$ cat src/rtl/control_sequencer_pkg.sv
// Shared constants for the control sequencer: opcodes, ALU codes,
// bus source codes and the FSM state encoding.
package control_sequencer_pkg;

    localparam logic [2:0] OP_MV  = 3'b000;
    localparam logic [2:0] OP_MVI = 3'b001;
    localparam logic [2:0] OP_ADD = 3'b010;
    localparam logic [2:0] OP_XOR = 3'b011;
    localparam logic [2:0] OP_OR  = 3'b100;
    localparam logic [2:0] OP_AND = 3'b101;

    // ALU opcodes; the ALU operations share encoding with the instruction opcodes.
    localparam logic [2:0] ALU_PASS = 3'b000;
    localparam logic [2:0] ALU_ADD  = 3'b010;
    localparam logic [2:0] ALU_XOR  = 3'b011;
    localparam logic [2:0] ALU_OR   = 3'b100;
    localparam logic [2:0] ALU_AND  = 3'b101;

    // Bus source select: 0-7 pick R0-R7.
    localparam logic [3:0] BUS_G   = 4'd8;
    localparam logic [3:0] BUS_DIN = 4'd9;

    typedef enum logic [1:0] {
        S_IDLE = 2'd0,
        S_T1   = 2'd1,
        S_T2   = 2'd2,
        S_T3   = 2'd3
    } state_e;

    function automatic logic [3:0] bus_reg(input logic [2:0] r);
        return {1'b0, r};
    endfunction

    function automatic logic is_alu_op(input logic [2:0] op);
        return (op == OP_ADD) || (op == OP_XOR) || (op == OP_OR) || (op == OP_AND);
    endfunction

endpackage

$ cat src/rtl/control_sequencer_if.sv
// Handshake and datapath-control bundle between the sequencer and its host.
interface control_sequencer_if;
    logic        run;
    logic [15:0] din;
    logic [3:0]  bus_sel;
    logic [7:0]  reg_we;
    logic        a_load;
    logic        g_load;
    logic [2:0]  alu_op_select;
    logic        done;
    logic        illegal;

    modport master (
        output run, din,
        input  bus_sel, reg_we, a_load, g_load, alu_op_select, done, illegal
    );

    modport slave (
        input  run, din,
        output bus_sel, reg_we, a_load, g_load, alu_op_select, done, illegal
    );
endinterface

$ cat src/rtl/control_sequencer_dec3to8.sv
// 3-bit index to one-hot 8-bit decoder with enable; drives register writes.
module dec3to8 (
    input  logic       en,
    input  logic [2:0] idx,
    output logic [7:0] onehot
);

    // One bit set at idx when enabled, otherwise all zero.
    always_comb begin
        onehot = '0;
        if (en) begin
            onehot[idx] = 1'b1;
        end
    end

endmodule

$ cat src/rtl/control_sequencer.sv
// Moore FSM sequencing MV/MVI and two-operand ALU instructions over a shared bus.
//
// state | meaning
// IDLE  | waiting for run; captures din into IR
// T1    | MV/MVI write (done), ALU operand A load, or illegal (done)
// T2    | ALU: second operand on bus, G loaded
// T3    | ALU: G written back to rx (done)
module control_sequencer
    import control_sequencer_pkg::*;
(
    input  logic                 clk,
    input  logic                 rst,
    control_sequencer_if.slave   bus
);

    localparam logic [1:0] IDLE = S_IDLE;
    localparam logic [1:0] T1   = S_T1;
    localparam logic [1:0] T2   = S_T2;
    localparam logic [1:0] T3   = S_T3;

    logic [1:0]  state;
    logic [1:0]  state_nxt;
    logic [15:0] ir;
    logic [2:0]  opcode;
    logic [2:0]  rx;
    logic [2:0]  ry;
    logic        we_en;
    logic [7:0]  reg_we_dec;
    logic        unused_ir;

    assign opcode    = ir[15:13];
    assign rx        = ir[12:10];
    assign ry        = ir[9:7];
    assign unused_ir = ^ir[6:0];

    // Next-state selection; run only matters in IDLE.
    always_comb begin
        state_nxt = state;
        case (state)
            IDLE:    state_nxt = bus.run ? T1 : IDLE;
            T1:      state_nxt = is_alu_op(opcode) ? T2 : IDLE;
            T2:      state_nxt = T3;
            T3:      state_nxt = IDLE;
            default: state_nxt = IDLE;
        endcase
    end

    // State and instruction register; reset wins over a concurrent run.
    always_ff @(posedge clk) begin
        if (rst) begin
            state <= IDLE;
            ir    <= '0;
        end else begin
            state <= state_nxt;
            if (state == IDLE && bus.run) begin
                ir <= bus.din;
            end
        end
    end

    // Moore outputs decoded from state and IR only.
    always_comb begin
        bus.bus_sel       = 4'd0;
        bus.a_load        = 1'b0;
        bus.g_load        = 1'b0;
        bus.alu_op_select = ALU_PASS;
        bus.done          = 1'b0;
        bus.illegal       = 1'b0;
        we_en             = 1'b0;
        case (state)
            T1: begin
                if (opcode == OP_MV) begin
                    bus.bus_sel = bus_reg(ry);
                    we_en       = 1'b1;
                    bus.done    = 1'b1;
                end else if (opcode == OP_MVI) begin
                    bus.bus_sel = BUS_DIN;
                    we_en       = 1'b1;
                    bus.done    = 1'b1;
                end else if (is_alu_op(opcode)) begin
                    bus.bus_sel = bus_reg(rx);
                    bus.a_load  = 1'b1;
                end else begin
                    bus.done    = 1'b1;
                    bus.illegal = 1'b1;
                end
            end
            T2: begin
                bus.bus_sel       = bus_reg(ry);
                bus.alu_op_select = opcode;
                bus.g_load        = 1'b1;
            end
            T3: begin
                bus.bus_sel = BUS_G;
                we_en       = 1'b1;
                bus.done    = 1'b1;
            end
            default: ;
        endcase
    end

    dec3to8 u_dec3to8 (
        .en     (we_en),
        .idx    (rx),
        .onehot (reg_we_dec)
    );

    assign bus.reg_we = reg_we_dec;

endmodule

$ cat src/flat_wrapper.sv
// flat-port wrapper written by rule: the top's interface ports become plain ports
module control_sequencer_flat import control_sequencer_pkg::*;
  (clk, rst, bus_run, bus_din, bus_bus_sel, bus_reg_we, bus_a_load, bus_g_load, bus_alu_op_select, bus_done, bus_illegal);
  control_sequencer_if bus_i ();
  input  logic clk;
  input  logic rst;
  input wire logic [$bits(bus_i.run)-1:0] bus_run;
  input wire logic [$bits(bus_i.din)-1:0] bus_din;
  output wire logic [$bits(bus_i.bus_sel)-1:0] bus_bus_sel;
  output wire logic [$bits(bus_i.reg_we)-1:0] bus_reg_we;
  output wire logic [$bits(bus_i.a_load)-1:0] bus_a_load;
  output wire logic [$bits(bus_i.g_load)-1:0] bus_g_load;
  output wire logic [$bits(bus_i.alu_op_select)-1:0] bus_alu_op_select;
  output wire logic [$bits(bus_i.done)-1:0] bus_done;
  output wire logic [$bits(bus_i.illegal)-1:0] bus_illegal;
  assign bus_i.run = bus_run;
  assign bus_i.din = bus_din;
  assign bus_bus_sel = bus_i.bus_sel;
  assign bus_reg_we = bus_i.reg_we;
  assign bus_a_load = bus_i.a_load;
  assign bus_g_load = bus_i.g_load;
  assign bus_alu_op_select = bus_i.alu_op_select;
  assign bus_done = bus_i.done;
  assign bus_illegal = bus_i.illegal;
  control_sequencer u_core (.clk(clk), .rst(rst), .bus(bus_i));
endmodule
$ cat config.mk
export PLATFORM = sky130hd
export DESIGN_NAME = control_sequencer_flat
export DESIGN_NICKNAME = d
export VERILOG_FILES = /design/src/rtl/control_sequencer_pkg.sv /design/src/rtl/control_sequencer_if.sv /design/src/rtl/control_sequencer_dec3to8.sv /design/src/rtl/control_sequencer.sv /design/src/flat_wrapper.sv
export SDC_FILE = /design/constraint.sdc
export NUM_CORES = 1
export LEC_CHECK = 0
export BUFFER_PORTS_ARGS = -buffer_cell sky130_fd_sc_hd__buf_2
export CELL_PAD_IN_SITES_DETAIL_PLACEMENT = 0
export CELL_PAD_IN_SITES_GLOBAL_PLACEMENT = 1
export CORE_MARGIN = 8
export CORE_UTILIZATION = 30
export CTS_BUF_LIST = sky130_fd_sc_hd__clkbuf_8
export CTS_CLUSTER_SIZE = 30
export DETAILED_ROUTE_END_ITERATION = 6
export GPL_TIMING_DRIVEN = 0
export PLACE_DENSITY = 0.86
export SYNTH_ARGS = -nofsm -noshare
export SYNTH_HDL_FRONTEND = slang
export SYNTH_SLANG_ARGS = --single-unit
$ cat constraint.sdc
create_clock -name clk -period 1.99 [get_ports clk]
set_clock_uncertainty 0.1 [all_clocks]
set_input_delay 0.597 -clock clk [delete_from_list [all_inputs] [get_ports clk]]
set_output_delay 0.597 -clock clk [all_outputs]
set_load 0.03 [all_outputs]
==> qor.csv <==
metric,value,unit
Max Clock Freq,0.459,GHz
Worst EP required,1290,ps
"Slowest-stage cell, CP",dfxtp_4,
cells along the critical path,"inv_4, ha_4, nand3b_1, a21oi_2, a22o_2, buf_6",
row count,17,
syn_nets,98,
core area,2130,µm²
gpl congestion,0.807,
buffer and inverter count on the worst path,2,
# H-tree levels,1,
drt pass-1 iters,4,
library cells used by synthesis,26,
final hold slack,399,ps
layout cells sized above 1,61.5,%
largest net degree at the start of global routing,11,
Initial Util,30.6,%
via count,690,
Max Fanout on Critical Path,4,
Syn Inst Count,77,
"Period Utilization, post-route",110,%
I/O pin cnt,38,
Tmin final,2180,ps
final WL,1.98,mm
CP startpoint kind,flop,
Slew @ Worst Pin,454,ps
initial DRC count,18,
largest family of logic cells by synthesized area,simple AND/OR/NAND/NOR gates,
Hold Path Class,reg -> reg,
hold_buf cts,0,
Antenna Nets Post-Route,0,
r2r startpoint,u_core.state[0],
vias in the first global route,722,
Yosys reg bits,11,
GRT Residual Overflow,0,
status,"complete, but fails checks",
Max Cap Viol,0,
count of final setup violators,13,
Inserted Diodes,0,
Area Growth Syn to Fin,80.4,%
RSZ-0062 raised after global routing,true,
Synth Area in XOR/XNOR,0,%
Die Span Y,62.6,µm
critical path launch point,u_core.ir[14],
Leakage,0.526,nW
simple-gate share of the synthesized area,26.9,%
Layout Nets,144,
wire length per cell,13.2,µm
clk buf depth,2,
Adder-Cell Fraction of Synth Area,3.85,%
area of placed instances,852,µm²
CTS clock-pin slew for the worst setup and hold paths,50,ps
hpwl dp,1.36,mm
failing checks,negative setup slack,
die width,62.6,µm
clk_lat worst skew,240,ps
initial antenna violation count,0,
die area,3920,µm²
"Cell Area, Synth",651,µm²
Yosys warnings,0,
Critical Path AT,1480,ps
Max VDD drop,325,µV
CTS root buf,clkbuf_8,
post-synthesis compound-gate area fraction,12.9,%
syn avg cell area,8.45,µm²
global-route wire length before repair,3.30,mm
post-route cell area,1170,µm²
CTS tree,yes,
Power Density,561,nW/µm²
Worst setup EP type,output pin,
Relative slew margins,69.7,%
setup slack after layout,-190,ps
"Hold Vio Cnt, Final",0,
cell family with most CP delay,flip-flops,
vias per inst,4.60,
Hold Crit Start,u_core.ir[9],
worst stage delay on the critical path,370,ps
"Seq/Total Area, Yosys",33.8,%
total track usage,10.3,%
DRC,0,
max-slew violations,0,
Sink Count,11,
port bufs,30,
total CTS buffers,3,
Setup Crit Path Kind,reg -> out,
post-synthesis mux area share,13.8,%
==> cells in the final DEF, fill, tap and decap left out, drive strengths merged <==
cell type | netlist | layout
nor2 | 18 | 18
mux2i | 9 | 9
dfxtp | 11 | 11
and2 | 1 | 1
nand2b | 4 | 4
or2 | 2 | 2
and3 | 1 | 1
nor3b | 2 | 2
buf | 3 | 43
inv | 5 | 6
a21oi | 2 | 2
nor3 | 3 | 3
a21boi | 1 | 1
clkbuf | 1 | 5
o31ai | 1 | 1
o211ai | 1 | 1
nand3b | 1 | 1
nor4b | 1 | 1
a22o | 2 | 2
ha | 2 | 2
a31oi | 1 | 1
nand2 | 1 | 1
o21ai | 3 | 3
o21a | 1 | 1
==> report_power, final <==
| group | leakage (nW) | switching, mW | internal, mW | total, mW |
|---|---|---|---|---|
| sequential | 0.0921 | 0.0180 | 0.235 | 0.253 |
| combinational | 0.407 | 0.0930 | 0.0910 | 0.184 |
| clock | 0.0269 | 0.0855 | 0.136 | 0.221 |
==> flip-flops by register name (all words and copies together), names as in the netlist, named ones only <==
register,count
u_core.ir,9
u_core.state,1
==> Yosys cell counts (all sizes together) <==
cell	count	area, µm²
nor3b	2	20.0
o21ai	3	15.0
o211ai	1	7.51
mux2i	9	90.1
or2	2	12.5
buf	3	33.8
dfxtp	11	220
nor3	3	15.0
nand2b	4	27.5
nand3b	1	7.51
o21a	1	7.51
ha	2	25.0
inv	5	18.8
a22o	2	17.5
o31ai	1	12.5
a21oi	2	10.0
nor4b	1	8.76
and2	1	6.26
clkbuf	1	3.75
a31oi	1	6.26
nand2	1	3.75
nor2	18	67.6
a21boi	1	7.51
and3	1	6.26
==> per-stage QoR <==
step | setup WS (ps) | utilization, % | total power, mW | cells | setup TNS [ps]
detailed placement | -262 | 40.1 | 0.385 | 135 | -753
global placement | -237 | 40.1 | 0.382 | 135 | -522
floorplan | -69.0 | - | 0.348 | 77 | -244
global route | -242 | 55.2 | 0.693 | 150 | -1790
CTS | -186 | 50.5 | 0.655 | 146 | -1090
finish | -190 | 55.2 | 0.658 | 150 | -1030
==> worst reg2reg max path: cells and delay by family (launching register included) <==
| kind | cells | cell delay (ps) |
|---|---|---|
| and+or+nand+nor | 2 | 220 |
| muxes | 1 | 200 |
| DFF | 1 | 330 |
| buffers and inverters | 3 | 460 |
==> what timing repair did <==
action | in CTS | in global routing
gates resized for setup | 42 | 23
gates cloned | 0 | 1
setup buffers | 7 | 3
endpoints found under the setup margin | 14 | 16
pin swaps | 13 | 6
==> area by class of cell <==
cell class                 instances  area (µm²)
sequential                        11         229
clock buffer                       3        41.3
buffer                             4        37.5
tap                               28        35.0
multi-input combinational         57         485
timing repair buffer              41         318
clock inverter                     1        3.75
fill                             195         953
inverter                           5        23.8
==> kinds of logic after synthesis <==
kind of cell	Yosys count
mux	9
compound gates	12
flops	11
simple gates	34
buf+inv	9
fa+ha+maj	2
==> final timing paths <==
path                            depth (start not counted)  slack [ps]        endpoint
worst max-delay path                                    6        -190  bus_bus_sel[1]
worst min-delay path                                    2         400    u_core.ir[9]
worst max register to register                          6         540   u_core.ir[11]
worst min register to register                          2         400    u_core.ir[9]
==> metal layers <==
metal	vias to the layer above	global-route usage, %	part of all wire (%)
met5	-	0	0
met4	0	7.69	2.3
met2	20	17.6	52
met3	4	4.12	6.1
met1	315	9.64	40
li1	351	-	-
No activity file was read; power rests on OpenSTA's default activity.
